**config.mk**
```make
export PLATFORM = sky130hd
export DESIGN_NAME = breath_led_multi
export DESIGN_NICKNAME = d
export VERILOG_FILES = /design/src/rtl/breath_led_multi.sv
export SDC_FILE = /design/constraint.sdc
export NUM_CORES = 1
export LEC_CHECK = 0
export ABC_AREA = 1
export ABC_CLOCK_PERIOD_IN_PS = 2400
export CORE_MARGIN = 2
export CORE_UTILIZATION = 64
export DETAILED_ROUTE_END_ITERATION = 16
export PLACE_DENSITY = 0.82
export SLEW_MARGIN = 20
export SYNTH_ARGS = -nofsm -noshare
export SYNTH_HDL_FRONTEND = slang
export SYNTH_SLANG_ARGS = --single-unit
```
**constraint.sdc**
```tcl
create_clock -name sclk -period 2.4 [get_ports sclk]
set_clock_uncertainty 0.1 [all_clocks]
set_input_delay 0.48 -clock sclk [delete_from_list [all_inputs] [get_ports sclk]]
set_output_delay 0.48 -clock sclk [all_outputs]
set_load 0.05 [all_outputs]
```
**src/rtl/breath_led_multi.sv**
```systemverilog
// Multi-channel breathing-LED driver: shared prescaler/PWM frame timebase, per-channel
// OFF/ON/BREATH/BLINK modes, and a single-entry valid/ready config shadow applied at frame end.
module breath_led_multi #(
    parameter int unsigned  CH_NUM       = 4,
    parameter int unsigned  PWM_BITS     = 8,
    parameter int unsigned  PRESCALE     = 100,
    parameter int unsigned  BLINK_FRAMES = 64,
    parameter bit           ACTIVE_LOW   = 1'b0,
    localparam int unsigned CH_W         = (CH_NUM > 1) ? $clog2(CH_NUM) : 1
) (
    input  logic                sclk,
    input  logic                s_rst,
    input  logic                cfg_valid,
    output logic                cfg_ready,
    input  logic [CH_W-1:0]     cfg_ch,
    input  logic [1:0]          cfg_mode,
    input  logic [PWM_BITS-1:0] cfg_step,
    output logic [CH_NUM-1:0]   led,
    output logic                frame_pulse
);

    localparam int unsigned PS_W = (PRESCALE > 1) ? $clog2(PRESCALE) : 1;
    localparam int unsigned BF_W = (BLINK_FRAMES > 1) ? $clog2(BLINK_FRAMES) : 1;

    localparam logic [PWM_BITS-1:0] DMAX    = {PWM_BITS{1'b1}};
    localparam logic [PS_W-1:0]     PS_LAST = PS_W'(PRESCALE - 1);
    localparam logic [BF_W-1:0]     BF_LAST = BF_W'(BLINK_FRAMES - 1);

    localparam logic [1:0] MODE_OFF    = 2'd0;
    localparam logic [1:0] MODE_ON     = 2'd1;
    localparam logic [1:0] MODE_BREATH = 2'd2;
    localparam logic [1:0] MODE_BLINK  = 2'd3;

    logic [PS_W-1:0]     prescaler_q, prescaler_d;
    logic [PWM_BITS-1:0] pwm_cnt_q, pwm_cnt_d;
    logic [BF_W-1:0]     blink_cnt_q, blink_cnt_d;
    logic                blink_phase_q, blink_phase_d;
    logic                pending_q, pending_d;
    logic                cfg_ready_q, cfg_ready_d;
    logic [CH_W-1:0]     sh_ch_q, sh_ch_d;
    logic [1:0]          sh_mode_q, sh_mode_d;
    logic [PWM_BITS-1:0] sh_step_q, sh_step_d;
    logic [CH_NUM-1:0]   led_q, led_d;

    logic [1:0]          mode_q [CH_NUM];
    logic [1:0]          mode_d [CH_NUM];
    logic [PWM_BITS-1:0] duty_q [CH_NUM];
    logic [PWM_BITS-1:0] duty_d [CH_NUM];
    logic [PWM_BITS-1:0] step_q [CH_NUM];
    logic [PWM_BITS-1:0] step_d [CH_NUM];
    logic                dir_q  [CH_NUM];  // 0 = ramping up, 1 = ramping down
    logic                dir_d  [CH_NUM];

    logic tick, frame_end, xfer, apply;
    logic [CH_NUM-1:0]   raw;
    logic [PWM_BITS:0]   sum;

    assign tick        = (prescaler_q == PS_LAST);
    assign frame_end   = tick && (pwm_cnt_q == DMAX);
    assign xfer        = cfg_valid && cfg_ready_q;
    // A transfer can only happen while nothing is pending, so a same-cycle frame_end never applies it.
    assign apply       = frame_end && pending_q;
    assign frame_pulse = frame_end;
    assign cfg_ready   = cfg_ready_q;
    assign led         = led_q;

    always_comb begin
        prescaler_d   = tick ? '0 : prescaler_q + 1'b1;
        pwm_cnt_d     = tick ? pwm_cnt_q + 1'b1 : pwm_cnt_q;
        blink_cnt_d   = blink_cnt_q;
        blink_phase_d = blink_phase_q;
        if (frame_end) begin
            if (blink_cnt_q == BF_LAST) begin
                blink_cnt_d   = '0;
                blink_phase_d = ~blink_phase_q;
            end else begin
                blink_cnt_d = blink_cnt_q + 1'b1;
            end
        end

        pending_d = pending_q;
        sh_ch_d   = sh_ch_q;
        sh_mode_d = sh_mode_q;
        sh_step_d = sh_step_q;
        if (apply) pending_d = 1'b0;
        if (xfer) begin
            pending_d = 1'b1;
            sh_ch_d   = cfg_ch;
            sh_mode_d = cfg_mode;
            sh_step_d = cfg_step;
        end
        cfg_ready_d = ~pending_d;

        sum = '0;
        raw = '0;
        for (int unsigned i = 0; i < CH_NUM; i++) begin
            mode_d[i] = mode_q[i];
            duty_d[i] = duty_q[i];
            step_d[i] = step_q[i];
            dir_d[i]  = dir_q[i];
            sum       = {1'b0, duty_q[i]} + {1'b0, step_q[i]};
            if (frame_end) begin
                if (apply && (32'(sh_ch_q) == i)) begin
                    mode_d[i] = sh_mode_q;
                    duty_d[i] = '0;
                    dir_d[i]  = 1'b0;
                    if (sh_mode_q == MODE_BREATH) begin
                        step_d[i] = (sh_step_q == '0) ? PWM_BITS'(1) : sh_step_q;
                    end
                end else if (mode_q[i] == MODE_BREATH) begin
                    if (!dir_q[i]) begin
                        if (sum >= {1'b0, DMAX}) begin
                            duty_d[i] = DMAX;
                            dir_d[i]  = 1'b1;
                        end else begin
                            duty_d[i] = sum[PWM_BITS-1:0];
                        end
                    end else if (duty_q[i] <= step_q[i]) begin
                        duty_d[i] = '0;
                        dir_d[i]  = 1'b0;
                    end else begin
                        duty_d[i] = duty_q[i] - step_q[i];
                    end
                end
            end
            unique case (mode_q[i])
                MODE_OFF:    raw[i] = 1'b0;
                MODE_ON:     raw[i] = 1'b1;
                MODE_BREATH: raw[i] = (pwm_cnt_q < duty_q[i]);
                MODE_BLINK:  raw[i] = blink_phase_q;
                default:     raw[i] = 1'b0;
            endcase
        end
        led_d = raw ^ {CH_NUM{ACTIVE_LOW}};
    end

    always_ff @(posedge sclk) begin
        if (s_rst) begin
            prescaler_q   <= '0;
            pwm_cnt_q     <= '0;
            blink_cnt_q   <= '0;
            blink_phase_q <= 1'b0;
            pending_q     <= 1'b0;
            cfg_ready_q   <= 1'b0;
            sh_ch_q       <= '0;
            sh_mode_q     <= MODE_OFF;
            sh_step_q     <= '0;
            led_q         <= {CH_NUM{ACTIVE_LOW}};
            for (int unsigned i = 0; i < CH_NUM; i++) begin
                mode_q[i] <= MODE_OFF;
                duty_q[i] <= '0;
                step_q[i] <= PWM_BITS'(1);
                dir_q[i]  <= 1'b0;
            end
        end else begin
            prescaler_q   <= prescaler_d;
            pwm_cnt_q     <= pwm_cnt_d;
            blink_cnt_q   <= blink_cnt_d;
            blink_phase_q <= blink_phase_d;
            pending_q     <= pending_d;
            cfg_ready_q   <= cfg_ready_d;
            sh_ch_q       <= sh_ch_d;
            sh_mode_q     <= sh_mode_d;
            sh_step_q     <= sh_step_d;
            led_q         <= led_d;
            for (int unsigned i = 0; i < CH_NUM; i++) begin
                mode_q[i] <= mode_d[i];
                duty_q[i] <= duty_d[i];
                step_q[i] <= step_d[i];
                dir_q[i]  <= dir_d[i];
            end
        end
    end

endmodule

```
=== After elaboration in Yosys (flattened, before gate mapping) ===
Memory sizes are Yosys's and may differ from the RTL's.
Cells that the tools add are included.

* Memories kept: 4
* Latch bits: 0
* Bits in read-only memories: 0
* RAM bits: 76
* Register bits: 40
* Input port bits: 15

* Add/sub/neg operators: 11
* Order comparisons: 12
* Shift-type cells: 0
* Mux-type cells: 95
* Bitwise gates (word level): 18
* Div/mod/pow operators: 0
* Multiply operators: 0
* Equal/unequal tests: 19
* Reduce and logical (&&, ||, !) cells: 15

{| class="wikitable"
|+ Memories
! memory !! words !! bits a word !! rd ports !! clocked after Yosys merged registers in !! wr ports !! line !! text
|-
| duty_q || 4 || 8 || 4 || 0 || 4 || 47 || <nowiki>logic [PWM_BITS-1:0] duty_q [CH_NUM];</nowiki>
|-
| step_q || 4 || 8 || 4 || 0 || 4 || 49 || <nowiki>logic [PWM_BITS-1:0] step_q [CH_NUM];</nowiki>
|-
| mode_q || 4 || 2 || 4 || 0 || 4 || 45 || <nowiki>logic [1:0] mode_q [CH_NUM];</nowiki>
|-
| dir_q || 4 || 1 || 4 || 0 || 4 || 51 || <nowiki>logic dir_q [CH_NUM];</nowiki>
|}

{| class="wikitable"
|+ Operator list
! operator !! number
|-
| two-way mux 8 bit || 45
|-
| adder 8 x 8 -> 9 bit || 4
|-
| greater-or-equal comparator 9 x 8 -> 1 bit (second input constant) || 4
|-
| two-way mux 1 bit || 33
|-
| <= comparator 8 bit || 4
|-
| < comparator 8 bit || 4
|-
| subtractor 8 bit || 4
|-
| two-way mux 2 bit || 12
|-
| equality test 2 bit (second input constant) || 11
|-
| bitwise OR 1 bit || 16
|-
| one-hot mux 1 bit (4 select lines) || 4
|-
| equality test 2 x 1 -> 1 bit (second input constant) || 5
|-
| logical NOT 2 bit || 5
|-
| adder 8 x 1 -> 8 bit (second input constant) || 1
|-
| equality test 8 bit (second input constant) || 1
|-
| logical NOT 8 bit || 1
|-
| adder 7 x 1 -> 7 bit (second input constant) || 1
|-
| equality test 7 bit (second input constant) || 1
|-
| logical AND 1 bit || 7
|-
| adder 6 x 1 -> 6 bit (second input constant) || 1
|-
| equality test 6 bit (second input constant) || 1
|-
| two-way mux 6 bit || 1
|-
| inverter 1 bit || 2
|-
| AND reduction 2 bit || 1
|-
| OR reduction 2 bit || 1
|}

=== Longest topological paths before layout ===
Gate-level depths: netlist of run 1.

* Word-level depth: 8
* Gate-level depth with buffers: 15
* Gate-level depth less buffers: 15

=== Least setup slack after synthesis of run 1 ===
OpenSTA, ideal clock, no wires.

* Path kind: reg-to-reg
* From: register pwm_cnt_q[1]
* To: register blink_phase_q
* Required time: 2,169 ps
* Arrival: 1,895 ps
* Cell stages (with the launch flop): 9
* Library setup time: 131 ps
* Setup slack: 274 ps
* Buffers on the path: 0
* Path through: dfxtp_1 ha_1 nand3_1 nor2_1 nand4_4 inv_1 nand3_1 nor3_1 a31oi_1

* Word-level cells in the longest chain between the ends: 3

{| class="wikitable"
|+ Ends and longest elaborated chain
! what !! line !! text
|-
| start: declaration || 35 || <nowiki>logic [PWM_BITS-1:0] pwm_cnt_q, pwm_cnt_d;</nowiki>
|-
| start signal: assignment || 157 || <nowiki>pwm_cnt_q <= pwm_cnt_d;</nowiki>
|-
| equality test 8 bit || 59 || <nowiki>assign frame_end = tick && (pwm_cnt_q == DMAX);</nowiki>
|-
| logical AND 1 bit || 59 ||
|-
| net frame_pulse || 19 || <nowiki>output logic frame_pulse</nowiki>
|-
| AND reduction 2 bit (no source line) || -- ||
|-
| end signal: assignment || 159 || <nowiki>blink_phase_q <= blink_phase_d;</nowiki>
|-
| end: declaration || 37 || <nowiki>logic blink_phase_q, blink_phase_d;</nowiki>
|}

The timed path passes the listed nets, and every way through them passes these cells.
A chain may end at the register's enable or synchronous reset.

==> impl_metrics.py, run 1 <==
metrics = {
    "synth": {
        "synthTopCellsByArea": "dfxtp_1 (27%), ha_1 (14%), nand2_1 (12%), a21oi_1 (9.0%), inv_1 (8.4%)",
        "synth.avg_cell_area_sq_um": 6.75,
        "synth_cell_type_count": 47,
        "synth_most_common_cell": "nand2_1",
        "yosysWarningCount": 0,
        "yosys_most_used_dff": "dfxtp_1",
        "synth_top_area_frac": 0.265,
        "synth_commonest_cells": "nand2_1 (276), inv_1 (195), a21oi_1 (157)",
        "synth_edf_count": 0,
        "synth-seq-cells": 116,
        "synth_nets": 1416,
        "async_flop_share": 0,
        "synth-seq-area-share": 0.265,
        "synth_area_sq_um": 8760,
        "synth_cells": 1298,
        "yosysTopAreaCell": "dfxtp_1",
    },
    "routing": {
        "wire_per_inst_microns": 16.1,
        "ant_nets": 0,
        "drc": 0,
        "vias": 8949,
        "via_per_inst": 5.85,
        "drtIter0Drc": 989,
        "finalWirelength_microns": 24600,
        "first_pass_iters": 5,
    },
    "global_route": {
        "first_global_vias": 8307,
        "grt_overflow": 0,
        "track_usage": 0.341,
        "antenna_found_initial": 0,
        "grt_max_degree": 54,
        "grt_first_pass_wirelength_microns": 39900,
    },
    "clocking": {
        "cts_max_level": 4,
        "cts_root_buf": "clkbuf_16",
        "cts_buffers": 17,
        "clock_sinks": 116,
        "cts_max_path_buffers": 2,
        "cts_tree": "yes",
        "cts.clk_slew.worst_paths_ps": 50,
        "clock_latency_ps": 420,
    },
    "cells_and_area": {
        "areaGrowthSynthToFinish_pct": 14.7,
        "fin_area_sq_um": 10000,
        "layout-drive-gt1-share": 0.109,
        "finalNetCount": 1461,
        "antenna_cells": 0,
        "fillers": 1082,
        "final_util": 0.756,
    },
    "floorplanning": {
        "core_area_sq_um": 13300,
        "start_util": 0.659,
        "die_area_sq_um": 14600,
        "die_y_microns": 121,
        "io_pins": 21,
        "die-width_microns": 121,
        "placementRows": 42,
    },
    "worst_setup_path": {
        "cp.arrival_ps": 2520,
        "r2r_start": "pwm_cnt_q[1]",
        "cp_slowest_cell": "dfxtp_1",
        "crit_chain": "ha_2, nand3_1, nor3_2, nand2_2, nor2_4, nand3_1, nand2_1, nand2_1, a22oi_1, nor2_1",
        "cp.required_ps": 2580,
        "cp_top_family": "simple AND/OR/NAND/NOR gates",
        "r2r-end": "duty_q[1][0]",
        "path_depth": 10,
        "r2r_slack_ps": 70,
        "worstSetupStartpoint": "pwm_cnt_q[1]",
        "crit_fanout": 9,
        "path_buf_inv": 0,
        "worstSetupEndpoint": "duty_q[1][0]",
        "reg2reg_depth": 10,
        "start_kind": "register",
        "crit_type": "register to register",
        "critPathCaptureType": "register",
        "max_stage_delay_ps": 350,
    },
    "power": {
        "irDropWorstVdd_mv": 0.416,
        "power_density_nw_per_um2": 455,
        "power_uw": 4580,
        "leakagePower_uw": 0.00464,
    },
    "place": {
        "place_area_sq_um": 9290,
        "hpwl_microns": 17700,
        "port_buffers": 20,
        "gp_congestion": 0.963,
    },
    "timing": {
        "slew_headroom": 0.537,
        "slew_violations": 0,
        "period_needed_ps": 2330,
        "whs_ps": 319,
        "fin_setup_tns_ps": 0,
        "rsz0062_at_grt": "yes",
        "clock.fmax_mhz": 429,
        "setup-violations-final": 0,
        "worst_slew_pin_slew_ps": 686,
        "final.period_utilization": 0.972,
        "timing.final.hold_violations": 0,
    },
    "status": {
        "status": "completed",
    },
    "hold_path": {
        "min_path_cells": 1,
        "min_path_type": "register to register",
    },
    "run": {
        "maxCapViolCount": 0,
    },
}
-- power breakdown --
group | internal (uW) | total, uW | switching [uW]
logic | 54.8 | 182 | 128
clock network | 1520 | 2420 | 903
registers | 1950 | 1970 | 22.6
total | 3520 | 4580 | 1050
-- final cells by class --
| class | count | area, sq um | area share |
|---|---|---|---|
| sequential | 116 | 2340 | 0.232 |
| timing repair buffer | 61 | 529 | 0.0527 |
| clock inverter | 8 | 76.3 | 0.00759 |
| clock buffer | 23 | 488 | 0.0486 |
| multi-input combinational | 949 | 5660 | 0.563 |
| inverter | 198 | 743 | 0.0740 |
| tap | 176 | 220 | 0.0219 |
-- sequential cells by signal (all words and copies together) (netlist names), 2 cells and up --
| signal | count |
|---|---|
| dir_q | 4 |
| sh_ch_q | 2 |
| sh_mode_q | 2 |
| led | 4 |
| step_q | 32 |
| blink_cnt_q | 6 |
| sh_step_q | 8 |
| prescaler_q | 7 |
| duty_q | 32 |
| pwm_cnt_q | 8 |
| mode_q | 8 |
-- what timing repair did --
action / 4_1_cts / 5_1_grt
setup endpoints to repair: 2 / 36
resized for setup: 6 / 51
hold endpoints to repair: 0 / 0
pin swaps: 4 / 5
hold buffers: 0 / 0
buffers inserted: 2 / 2
-- how the worst min path moves through the flow --
stage	endpoint	startpoint	slack, ps
floorplan	prescaler_q[0]	prescaler_q[0]	320
global placement	prescaler_q[0]	prescaler_q[0]	330
global route	prescaler_q[0]	prescaler_q[0]	340
detailed placement	mode_q[0][0]	mode_q[0][0]	350
CTS	prescaler_q[0]	prescaler_q[0]	350
finish	prescaler_q[0]	prescaler_q[0]	320
-- per-stage QoR --
stage,cells,setup slack (ps)
floorplan,1298,274
global placement,1496,15.0
detailed placement,1496,9.31
CTS,1529,7.82
global route,1531,-48.0
finish,1531,68.4
-- cell usage in the layout (no fill, tap or decap), types with 4 or more instances in the layout --
cell type and n:
nand2_1 271, inv_1 192, a21oi_1 153, dfxtp_1 105
nor2_1 89, nand3_1 84, ha_1 80, o21ai_0 66
nand4_1 44, buf_4 39, clkdlybuf4s50_1 18, nor3_1 17
clkbuf_16 17, xor2_1 13, ha_2 13, dfxtp_2 11
o211ai_1 8, or2_2 7, nand2_2 7, a21oi_2 7
fa_1 7, o21bai_1 6, nand3_2 5, nor3_2 5
o2111ai_1 5, nand3b_1 5, nor2_2 4, nor3b_1 4
a21boi_0 4, o21a_1 4, clkbuf_8 4
-- routing by layer --
metal	track usage	wire (microns)
met1	0.449	10600
met2	0.548	11400
met3	0.0757	1930
met4	0.123	721
met5	0	0
-- cell families after synthesis --
logic type	share of synthesized area
AND/OR/NAND/NOR	0.292
XOR/XNOR	0.0160
AO/OA/AOI/OAI	0.167
flip-flops	0.265
buffers and inverters	0.106
adder cells (fa/ha/maj)	0.154
(Power assumes the default switching activity.)
==> inputs of run 2 (changes only) <==
ABC_CLOCK_PERIOD_IN_PS = 2100   (was 2400)
CORE_UTILIZATION = 59   (was 64)
CTS_BUF_LIST = sky130_fd_sc_hd__clkbuf_8   (was unset)
PLACE_DENSITY = 0.79   (was 0.82)
TNS_END_PERCENT = 5   (was unset)
clock period = 2.1 ns   (was 2.4 ns; I/O delays follow)
==> run 2 against run 1 <==
- the flow now finishes with violations (negative setup slack)
- via count rose by 7.9%
- setup slack worse by 200 ps
- sequential power rose by 14%
- sequential share of layout area shrank 2.6 points
- design area increased by 13%
- die area grew 8.2%
- final cell count grew 9.6%
- hold slack better by 59 ps
- count of clock-buffer cells in the layout is 5 lower
- critical endpoint is now duty_q[3][2]
- largest power group is now sequential cells
- highest routed layer unchanged
==> impl_metrics.py, run 2 (same netlist as run 1, synthesis figures left out) <==
metrics = {
    "timing": {
        "final.period_utilization": 1.06,
        "worst_slew_pin_slew_ps": 735,
        "setup-violations-final": 22,
        "period_needed_ps": 2230,
        "rsz0062_at_grt": "yes",
        "timing.final.hold_violations": 0,
        "clock.fmax_mhz": 448,
        "slew_headroom": 0.510,
        "slew_violations": 0,
        "worst_slack_ps": -132,
    },
    "clocking": {
        "cts_buffers": 17,
        "clock_latency_ps": 460,
        "cts.clk_slew.worst_paths_ps": 80,
        "cts_max_level": 4,
        "clock_sinks": 116,
        "cts_root_buf": "clkbuf_8",
        "cts_max_path_buffers": 2,
        "cts_tree": "yes",
    },
    "floorplanning": {
        "start_util": 0.603,
        "io_pins": 21,
        "die_area_sq_um": 15800,
        "die_y_microns": 126,
        "die-width_microns": 126,
        "placementRows": 44,
        "core_area_sq_um": 14500,
    },
    "hold_path": {
        "min_path_type": "register to register",
        "min-delay-start": "mode_q[0][0]",
        "min_path_cells": 2,
        "min_to": "mode_q[0][0]",
    },
    "cells_and_area": {
        "layout_common_cells": "nand2_1 (255), inv_1 (186), buf_4 (172)",
        "final_cells": 1678,
        "finalNetCount": 1599,
        "layout-drive-gt1-share": 0.250,
        "final_common_cell": "nand2_1",
        "reg_top3": "duty_q (32), step_q (32)",
        "fin_area_sq_um": 11400,
        "antenna_cells": 0,
        "areaGrowthSynthToFinish_pct": 30.0,
    },
    "worst_setup_path": {
        "critPathCaptureType": "register",
        "r2r_slack_ps": -130,
        "reg2reg_depth": 11,
        "r2r_start": "prescaler_q[3]",
        "crit_fanout": 5,
        "r2r-end": "duty_q[3][2]",
        "start_kind": "register",
        "cp.arrival_ps": 2520,
        "cp.required_ps": 2380,
        "crit_type": "register to register",
    },
    "global_route": {
        "first_global_vias": 8896,
        "track_usage": 0.325,
        "antenna_found_initial": 0,
        "grt_first_pass_wirelength_microns": 42000,
        "grt_max_degree": 54,
        "grt_overflow": 0,
    },
    "place": {
        "place_area_sq_um": 10300,
        "gp_congestion": 0.976,
        "port_buffers": 20,
        "hpwl_microns": 19000,
        "dpl.cell_count": 1632,
    },
    "routing": {
        "via_per_inst": 5.75,
        "vias": 9653,
        "drc": 0,
        "finalWirelength_microns": 27400,
        "wire_per_inst_microns": 16.3,
        "ant_nets": 0,
        "drtIter0Drc": 974,
        "first_pass_iters": 6,
    },
    "run": {
        "maxCapViolCount": 0,
    },
    "power": {
        "leakagePower_uw": 0.00533,
        "power_density_nw_per_um2": 395,
        "irDropWorstVdd_mv": 0.485,
        "power_uw": 4500,
    },
    "status": {
        "status": "finished, violations left",
        "violations": "negative setup slack",
    },
}
[run 2: power breakdown]
| group | internal [uW] | leakage, uW | switching [uW] |
|---|---|---|---|
| Sequential | 2220 | 0.000943 | 26.6 |
| Combinational | 77.9 | 0.00421 | 157 |
| Clock | 974 | 0.000178 | 1040 |
[run 2: cell type report]
| cell class | count | area, sq um |
|---|---|---|
| multi-input combinational | 949 | 6070 |
| fill | 1041 | 3140 |
| sequential | 116 | 2350 |
| timing repair buffer | 199 | 1610 |
| inverter | 198 | 747 |
| clock buffer | 18 | 248 |
| tap | 184 | 230 |
| clock inverter | 14 | 130 |
[run 2: per-layer routing]
metal / global-route usage / routed length, microns
met1: 0.419 / 11400
met2: 0.547 / 12900
met3: 0.0616 / 2240
met4: 0.111 / 875
met5: 0 / 0
[run 2: through the flow]
stage	setup TNS, ps	hold WS [ps]	worst slack, ps	util
3_5_place_dp	-1780	342	-155	0.709
2_1_floorplan	0	318	23.9	-
5_1_grt	-5760	399	-211	0.784
3_3_place_gp	-791	330	-71.0	0.709
4_1_cts	-214	369	-95.2	0.748
6_report	-938	378	-132	0.784
[run 2: critical path: stages (launching register included)]
cell and delay (ps):
dfxtp_1 350, nor2_1 140, nand2_2 80, nor2_4 170, buf_4 180, buf_4 120, nand4_1 230, a21oi_2 230
nand3_2 160, nor2_1 160, nand2_1 110, a21oi_2 120
[run 2: worst max-delay path by stage]
| stage | from | endpoint | depth (start not counted) |
|---|---|---|---|
| floorplan | step_q[1][5] | duty_q[1][0] | 10 |
| global placement | duty_q[1][0] | duty_q[1][7] | 15 |
| detailed placement | step_q[1][0] | duty_q[1][1] | 15 |
| CTS | pwm_cnt_q[1] | frame_pulse | 7 |
| global route | pwm_cnt_q[0] | duty_q[3][1] | 11 |
| finish | prescaler_q[3] | duty_q[3][2] | 11 |
[run 2: timing repair]
action                     4_1_cts  5_1_grt
cloned                           0        0
setup endpoints to repair       37       73
pin swaps                        6       26
gates resized for setup         48      124
hold buffers                     0        0
setup buffers                    7        7
